[src/rtl/snake_move_ctrl.sv]
// snake_move_ctrl: snake game-step scheduler (key debounce/arbitration, step tick, head move, req/ack, state, score)
// Ports: sys_clk_50/sys_rst clock and async active-high reset; key raw direction keys (0 up,1 down,2 left,3 right);
// start start/restart pulse; step_req/step_ack step handshake with collide/eaten sampled on ack;
// head_x/head_y head position; dir committed direction; state 0 IDLE 1 RUN 2 WAIT 3 OVER; score saturating food count.
module snake_move_ctrl #(
  parameter int TICK_DIV = 5000000,
  parameter int DEB_CYC  = 1000000,
  parameter int GRID_W   = 40,
  parameter int GRID_H   = 30,
  parameter int XW       = 6,
  parameter int YW       = 5
) (
  input  logic          sys_clk_50,
  input  logic          sys_rst,
  input  logic [3:0]    key,
  input  logic          start,
  output logic          step_req,
  input  logic          step_ack,
  input  logic          collide,
  input  logic          eaten,
  output logic [XW-1:0] head_x,
  output logic [YW-1:0] head_y,
  output logic [1:0]    dir,
  output logic [1:0]    state,
  output logic [7:0]    score
);
  localparam int CW = DEB_CYC > 2 ? $clog2(DEB_CYC) : 1;
  localparam int PW = TICK_DIV > 1 ? $clog2(TICK_DIV) : 1;
  typedef enum logic [1:0] {IDLE, RUN, WAIT, OVER} state_t;
  state_t        st_q;
  logic [3:0]    key_q;
  logic [CW-1:0] deb_q;
  logic [PW-1:0] pre_q;
  logic [1:0]    pend_q, dir_q;
  logic [XW-1:0] x_q, nx_d;
  logic [YW-1:0] y_q, ny_d;
  logic [7:0]    score_q;
  logic          req_q, acc, take, tc;
  logic [1:0]    cand;
  always_comb begin
    // the accept fires on the edge where the stable count reaches DEB_CYC-1
    acc  = key == key_q && deb_q == CW'(DEB_CYC - 2) && |key_q && (st_q == RUN || st_q == WAIT);
    cand = key_q[0] ? 2'd0 : key_q[1] ? 2'd1 : key_q[2] ? 2'd2 : 2'd3;
    // opposite direction differs only in bit 0
    take = acc && cand != (dir_q ^ 2'd1);
    tc   = st_q == RUN && pre_q == PW'(TICK_DIV - 1);
    nx_d = pend_q == 2'd3 ? (x_q == XW'(GRID_W - 1) ? '0 : x_q + XW'(1)) :
           pend_q == 2'd2 ? (x_q == '0 ? XW'(GRID_W - 1) : x_q - XW'(1)) : x_q;
    ny_d = pend_q == 2'd1 ? (y_q == YW'(GRID_H - 1) ? '0 : y_q + YW'(1)) :
           pend_q == 2'd0 ? (y_q == '0 ? YW'(GRID_H - 1) : y_q - YW'(1)) : y_q;
  end
  always_ff @(posedge sys_clk_50 or posedge sys_rst) begin
    if (sys_rst) begin
      st_q    <= IDLE;
      key_q   <= '0;
      deb_q   <= '0;
      pre_q   <= '0;
      pend_q  <= 2'd3;
      dir_q   <= 2'd3;
      x_q     <= XW'(GRID_W / 2);
      y_q     <= YW'(GRID_H / 2);
      score_q <= '0;
      req_q   <= 1'b0;
    end else begin
      key_q <= key;
      deb_q <= key != key_q ? '0 : deb_q == CW'(DEB_CYC - 1) ? deb_q : deb_q + CW'(1);
      if (take) pend_q <= cand;
      case (st_q)
        IDLE, OVER: if (start) begin
          st_q    <= RUN;
          x_q     <= XW'(GRID_W / 2);
          y_q     <= YW'(GRID_H / 2);
          dir_q   <= 2'd3;
          pend_q  <= 2'd3;
          score_q <= '0;
          pre_q   <= '0;
        end
        RUN: if (tc) begin
          dir_q <= pend_q;
          x_q   <= nx_d;
          y_q   <= ny_d;
          req_q <= 1'b1;
          pre_q <= '0;
          st_q  <= WAIT;
        end else begin
          pre_q <= pre_q + PW'(1);
        end
        WAIT: if (step_ack) begin
          req_q <= 1'b0;
          if (collide) begin
            st_q <= OVER;
          end else begin
            score_q <= score_q == 8'hFF ? score_q : score_q + 8'(eaten);
            st_q    <= RUN;
          end
        end
        default: st_q <= IDLE;
      endcase
    end
  end
  assign step_req = req_q;
  assign head_x   = x_q;
  assign head_y   = y_q;
  assign dir      = dir_q;
  assign state    = st_q;
  assign score    = score_q;
endmodule

[config.mk]
export PLATFORM = sky130hd
export DESIGN_NAME = snake_move_ctrl
export DESIGN_NICKNAME = d
export VERILOG_FILES = /design/src/rtl/snake_move_ctrl.sv
export SDC_FILE = /design/constraint.sdc
export NUM_CORES = 1
export LEC_CHECK = 0
export ABC_CLOCK_PERIOD_IN_PS = 6900
export CAP_MARGIN = 20
export CORE_ASPECT_RATIO = 0.5
export CORE_MARGIN = 4
export CORE_UTILIZATION = 50
export CTS_CLUSTER_SIZE = 10
export DETAILED_ROUTE_END_ITERATION = 10
export PLACE_DENSITY = 0.7
export SYNTH_ARGS = -nofsm -noshare
export SYNTH_HDL_FRONTEND = slang
export SYNTH_SLANG_ARGS = --single-unit
[constraint.sdc]
create_clock -name sys_clk_50 -period 6.9 [get_ports sys_clk_50]
set_input_delay 1.035 -clock sys_clk_50 [delete_from_list [all_inputs] [get_ports sys_clk_50]]
set_output_delay 1.035 -clock sys_clk_50 [all_outputs]
set_load 0.02 [all_outputs]
==> results of run 1 <==
==> area by class of cell <==
| cell class | instances | share of cell area (%) |
|---|---|---|
| sequential | 73 | 35.8 |
| tap | 112 | 2.73 |
| multi-input combinational | 391 | 47.8 |
| clock inverter | 6 | 1.32 |
| timing repair buffer | 35 | 6.72 |
| inverter | 13 | 0.950 |
| clock buffer | 10 | 4.65 |
==> logic make-up (layout without fill, tap and decap cells) <==
group,Yosys count,after routing,synth area share (%)
XOR/XNOR,36,36,7.11
flip-flops,73,73,41.5
AO/OA/AOI/OAI,99,99,14.8
AND/OR/NAND/NOR,234,234,27.6
multiplexers,8,8,1.86
buffers and inverters,36,64,3.19
adder cells (fa/ha/maj),14,14,3.95
==> worst register-to-register path, cell delays in order (launching register included) <==
cell	delay, ps
dfrtp_1	430
nor4b_1	690
nand3_1	330
o21ai_1	800
nand3_1	270
mux2_2	350
==> state kept, by name (all words and copies together), names as in the netlist <==
register	flops
pre_q	23
deb_q	20
score	8
head_x	6
head_y	5
key_q	4
dir	2
pend_q	2
state	2
step_req	1
==> cell usage in the layout (no fill, tap or decap), types with 11 or more instances in the layout <==
master           synthesis  routed
dfrtp_1                 63      63
inv_1                   13      12
nand3_1                 31      31
xnor2_1                 24      24
clkdlybuf4s50_1          0      33
a21oi_1                 20      20
o21ai_0                 26      26
ha_1                    14      14
nand2b_1                12      12
or3_1                   11      11
nand2_1                 49      49
nor3_1                  20      20
nor2_1                  48      48
nand4_1                 14      14
xor2_1                  12      12
==> worst min-delay path by stage <==
stage	end	slack (ps)	depth (start not counted)
after floorplan	pre_q[3]	480	1
after global placement	pre_q[3]	510	1
after detailed placement	pre_q[3]	510	1
after CTS	pre_q[3]	520	1
after global routing	pre_q[3]	550	1
final	pre_q[3]	530	1
==> power breakdown <==
part           switching [uW]  total, uW  internal (uW)
combinational            13.9       22.6           8.69
sequential               2.10        432            430
clock                     185        476            290
==> metal layers <==
layer,track usage [%],up-vias
met4,5.80,0
met1,27.6,1806
met5,0,-
li1,-,1862
met2,30.9,83
met3,4.51,13
==> through the flow <==
step	instance area [um^2]	std cells	hold slack, ps
global route	5140	640	552
floorplan	4440	500	480
CTS	5140	640	525
finish	5140	640	526
detailed placement	4830	624	513
global placement	4830	624	513
==> impl_metrics.py, run 1 <==
metrics = {
    "outcome": {
        "status": "complete, no violations",
    },
    "setup_path": {
        "r2r_cells": 5,
        "crit_end": "pend_q[1]",
        "crit_path_start_kind": "input pin",
        "cp_max_fo": 21,
        "crit_start": "key[2]",
        "cp_slowest_cell": "or4_4",
        "timing.critical_path.arrival_ps": 3420,
        "rr_endpoint": "state[1]",
        "cpLargestDelayFamily": "simple AND/OR/NAND/NOR gates",
        "critPathRequiredTime_ps": 7160,
        "cpPeakStageDelay_ps": 810,
        "cp.depth": 6,
        "cp_cell_sequence": "clkdlybuf4s50_1 > xnor2_1 > nand4_1 > or4_4 > mux2i_1 > nand3_1",
        "crit_buf_inv": 1,
        "path_class": "input pin to flip-flop",
        "r2r_slack_ps": 3910,
        "cp-end-kind": "flip-flop",
        "worstReg2RegStart": "pre_q[15]",
    },
    "timing": {
        "setup-violations-final": 0,
        "skew_ps": 7.32,
        "finalCritPeriodShare_pct": 45.8,
        "hold_viol_final": 0,
        "tightest_slew_ps": 921,
        "final.setup.worst_slack_ps": 3740,
        "period_minus_slack_ps": 3160,
        "rsz0062_at_grt": "false",
        "max_freq_mhz": 317,
        "maxSlewViolCount": 0,
        "relSlewSlack_pct": 38.6,
        "finalSetupTns_ps": 0,
    },
    "cells_and_area": {
        "multi_input_area_um2": 2460,
        "regArea_um2": 1840,
        "area_growth_syn_to_layout_pct": 15.8,
        "nFillCells": 735,
        "fin_nets": 547,
        "fin_util_pct": 61.8,
        "drive_gt1_share_pct": 7.39,
        "diodes": 0,
    },
    "power_and_ir_drop": {
        "power_density_nw_per_um2": 181,
        "peakVddDrop_uv": 127,
        "power.total_uw": 930,
        "p_leak_uw": 0.00202,
    },
    "synthesis": {
        "syn_area_per_cell_um2": 8.87,
        "synth_common_cells": "dfrtp_1 (63), nand2_1 (49), nor2_1 (48)",
        "ys_warn_count": 0,
        "synth_nets": 524,
        "yosys-top-cells-area": "dfrtp_1 (36%), dfstp_2 (5.9%), xnor2_1 (4.7%), nand2_1 (4.1%), nor2_1 (4.1%)",
        "netlist_instances": 500,
        "synth_edf_count": 0,
        "netlist.area_leader.share_pct": 35.5,
        "yosys.cell_types.count": 59,
        "synth_area_leader_cell": "dfrtp_1",
        "async_flop_share_pct": 100,
        "yosysSeqAreaShare_pct": 41.5,
        "syn_area_um2": 4440,
        "synth-seq-cells": 73,
        "yosysMostFrequentCell": "dfrtp_1",
        "ys.flop_type": "dfrtp_1",
    },
    "detailed_routing": {
        "dr_wl_met3_um": 467,
        "drt_iter0_markers": 255,
        "routed.top_layer": "met4",
        "drc": 0,
        "routedWlPerCell_um": 15.2,
        "drtAntennaViolNets": 0,
        "wl_met1_um": 4870,
        "first_pass_iters": 5,
        "num_vias": 3764,
        "viasPerCell": 5.88,
        "route.met2.wl_um": 4290,
        "routed_wl_um": 9730,
    },
    "global_route": {
        "grt_pass1_wl_um": 16800,
        "antenna_found_initial": 0,
        "grt-ovfl-total": 0,
        "grt_max_degree": 74,
        "grt_pass1_vias": 3537,
        "grt_use_total_pct": 19.6,
    },
    "floorplanning": {
        "ios": 34,
        "start_util_pct": 53.3,
        "dieArea_um2": 10500,
        "dieHeight_um": 74.6,
        "core_um2": 8320,
        "num_rows": 23,
        "die_x_um": 141,
    },
    "job": {
        "maxCapViolCount": 0,
    },
    "cts": {
        "cts.sinks": 73,
        "cts_resized": 0,
        "cts_hold_buf": 0,
        "clkLatencyLatePin_ps": 330,
        "htree_levels": 3,
        "post-cts-setup-buffers": 0,
        "cts_buffers": 9,
        "root_buffer": "clkbuf_16",
        "clockBufferDepth": 2,
        "cts_tree": "yes",
        "path_clk_slew_ps": 60,
    },
    "min_path": {
        "hold_start": "pre_q[3]",
        "min_path_type": "flip-flop to flip-flop",
    },
    "place": {
        "hpwl_um": 6720,
        "post-place-ws_ps": 3340,
        "globalplace.congestion": 0.858,
        "port_buffers": 33,
    },
}
(Power assumes the default switching activity.)
==> run 2: changes to the inputs <==
--- a/config.mk
+++ b/config.mk
@@ -5,14 +5,14 @@
 export SDC_FILE = /design/constraint.sdc
 export NUM_CORES = 1
 export LEC_CHECK = 0
-export ABC_CLOCK_PERIOD_IN_PS = 6900
+export ABC_CLOCK_PERIOD_IN_PS = 2500
 export CAP_MARGIN = 20
 export CORE_ASPECT_RATIO = 0.5
 export CORE_MARGIN = 4
 export CORE_UTILIZATION = 50
 export CTS_CLUSTER_SIZE = 10
 export DETAILED_ROUTE_END_ITERATION = 10
-export PLACE_DENSITY = 0.7
+export PLACE_DENSITY = 0.73
 export SYNTH_ARGS = -nofsm -noshare
 export SYNTH_HDL_FRONTEND = slang
 export SYNTH_SLANG_ARGS = --single-unit
==> constraint.sdc (replaced) <==
create_clock -name sys_clk_50 -period 2.5 [get_ports sys_clk_50]
set_input_delay 0.375 -clock sys_clk_50 [delete_from_list [all_inputs] [get_ports sys_clk_50]]
set_output_delay 0.375 -clock sys_clk_50 [all_outputs]
set_load 0.02 [all_outputs]
==> run 2 against run 1 <==
Effect of this change: die area unchanged; final cell count rose by 2.3%; flip-flop and latch count unchanged; register-to-register slack worse by 3800 ps; clock power grew to 2.7 times the previous value; largest power group unchanged; highest routed layer unchanged.
==> impl_metrics.py, run 2 (synthesis gave the netlist of run 1 again) <==
metrics = {
    "detailed_routing": {
        "routedWlPerCell_um": 14.7,
        "viasPerCell": 5.89,
        "first_pass_iters": 5,
        "routed_wl_um": 9660,
        "drt_iter0_markers": 285,
        "drtAntennaViolNets": 0,
        "num_vias": 3858,
        "drc": 0,
    },
    "floorplanning": {
        "start_util_pct": 53.3,
        "dieArea_um2": 10500,
        "ios": 34,
        "dieHeight_um": 74.6,
        "die_x_um": 141,
        "core_um2": 8320,
        "num_rows": 23,
    },
    "global_route": {
        "antenna_found_initial": 0,
        "grt_use_total_pct": 19.7,
        "grt_pass1_wl_um": 16800,
        "grt_max_degree": 40,
        "grt_pass1_vias": 3548,
        "grt-ovfl-total": 0,
    },
    "setup_path": {
        "crit_path_start_kind": "flip-flop",
        "critPathRequiredTime_ps": 2760,
        "path_class": "flip-flop to flip-flop",
        "crit_start": "deb_q[10]",
        "crit_end": "pend_q[0]",
        "cp_max_fo": 5,
        "cp-end-kind": "flip-flop",
        "timing.critical_path.arrival_ps": 2670,
        "r2r_cells": 5,
        "r2r_slack_ps": 90,
        "worstReg2RegStart": "deb_q[10]",
        "rr_endpoint": "pend_q[0]",
    },
    "timing": {
        "hold_viol_final": 0,
        "period_minus_slack_ps": 2410,
        "maxSlewViolCount": 0,
        "relSlewSlack_pct": 49.2,
        "setup-violations-final": 0,
        "finalCritPeriodShare_pct": 96.3,
        "skew_ps": 8.67,
        "tightest_slew_ps": 741,
        "max_freq_mhz": 415,
        "finalSetupTns_ps": 0,
        "rsz0062_at_grt": "false",
    },
    "place": {
        "dpl_cell_area_um2": 4950,
        "globalplace.congestion": 0.883,
        "dp.cells": 639,
        "port_buffers": 33,
        "hpwl_um": 6800,
    },
    "cts": {
        "cts.sinks": 73,
        "clockBufferDepth": 2,
        "htree_levels": 3,
        "cts_hold_buf": 0,
        "clkLatencyLatePin_ps": 340,
        "root_buffer": "clkbuf_16",
        "cts_buffers": 9,
        "path_clk_slew_ps": 60,
        "post-cts-setup-buffers": 0,
        "cts_tree": "yes",
        "cts_resized": 0,
    },
    "cells_and_area": {
        "final_common_cell": "dfrtp_1",
        "regMostFlops": "pre_q",
        "diodes": 0,
        "fin_nets": 562,
        "nFillCells": 718,
        "largest_register_ffs": 23,
        "design_area_um2": 5260,
        "most-common-layout-cells": "dfrtp_1 (63), nand2_1 (49), nor2_1 (48)",
        "fin_util_pct": 63.3,
        "instances_no_fill": 655,
        "drive_gt1_share_pct": 10.3,
        "area_growth_syn_to_layout_pct": 18.6,
    },
    "min_path": {
        "min_path_type": "input pin to async pin",
    },
    "outcome": {
        "status": "complete, no violations",
    },
    "power_and_ir_drop": {
        "p_comb_share_pct": 2.7,
        "peakVddDrop_uv": 313,
        "pwr-share-clk_pct": 50.5,
        "switching_power_uw": 539,
        "power_density_nw_per_um2": 485,
        "p_int_uw": 2010,
        "power.total_uw": 2550,
        "seqPwrFrac_pct": 46.8,
        "p_sw_share_pct": 21.1,
        "p_leak_uw": 0.00210,
    },
    "job": {
        "maxCapViolCount": 0,
    },
}
## run 2: how the worst min path moves through the flow
| stage | cells after the start | end | slack (ps) |
|---|---|---|---|
| 6_report | 2 | deb_q[0] | 350 |
| 3_5_place_dp | 2 | pre_q[1] | 530 |
| 3_3_place_gp | 2 | pre_q[1] | 510 |
| 5_1_grt | 2 | deb_q[0] | 360 |
| 2_1_floorplan | 0 | key_q[0] | 410 |
| 4_1_cts | 2 | deb_q[14] | 360 |
## run 2: critical path, cell delays in order (launching register included)
cell     delay [ps]
dfrtp_1         410
or4_1           560
or4_4           540
or4_4           550
mux2i_1         180
nand3_1          90
## run 2: stage by stage
stage | setup slack, ps | hold WS (ps)
after global routing | 6.00 | 364
after global placement | 123 | 513
final | 91.6 | 349
after floorplan | 210 | 406
after detailed placement | 74.0 | 527
after CTS | 70.2 | 355
## run 2: metal layers
layer | vias up | GRT usage [%] | wire length [um]
li1 | 1889 | - | -
met1 | 1861 | 27.6 | 4730
met2 | 103 | 30.8 | 4280
met3 | 5 | 5.90 | 589
met4 | 0 | 4.62 | 59
met5 | - | 0 | 0
## run 2: cell type report
| cell class | instances | area (um^2) | share of cell area (%) |
|---|---|---|---|
| Sequential cell | 73 | 1840 | 35.0 |
| Clock inverter | 5 | 55.1 | 1.05 |
| Timing Repair Buffer | 50 | 470 | 8.94 |
| Clock buffer | 11 | 243 | 4.61 |
| Inverter | 13 | 48.8 | 0.927 |
| Multi-Input combinational cell | 391 | 2460 | 46.8 |
| Tap cell | 112 | 140 | 2.66 |
## run 2: power groups by stage
stage / logic, uW / clock network, uW / registers [uW]
2_1_floorplan: 36.0 / 0 / 1210
3_3_place_gp: 70.0 / 0 / 1210
3_5_place_dp: 70.9 / 0 / 1210
4_1_cts: 71.3 / 1320 / 1190
5_1_grt: 77.6 / 1360 / 1190
6_report: 68.7 / 1290 / 1190
==> run 3: changes to the inputs <==
--- a/config.mk
+++ b/config.mk
@@ -12,7 +12,9 @@
 export CORE_UTILIZATION = 50
 export CTS_CLUSTER_SIZE = 10
 export DETAILED_ROUTE_END_ITERATION = 10
+export HOLD_SLACK_MARGIN = 0.05
 export PLACE_DENSITY = 0.73
+export SKIP_LAST_GASP = 1
 export SYNTH_ARGS = -nofsm -noshare
 export SYNTH_HDL_FRONTEND = slang
 export SYNTH_SLANG_ARGS = --single-unit
==> results of run 3 <==
No change in the layout: final DEF, timing and power equal those of run 2.
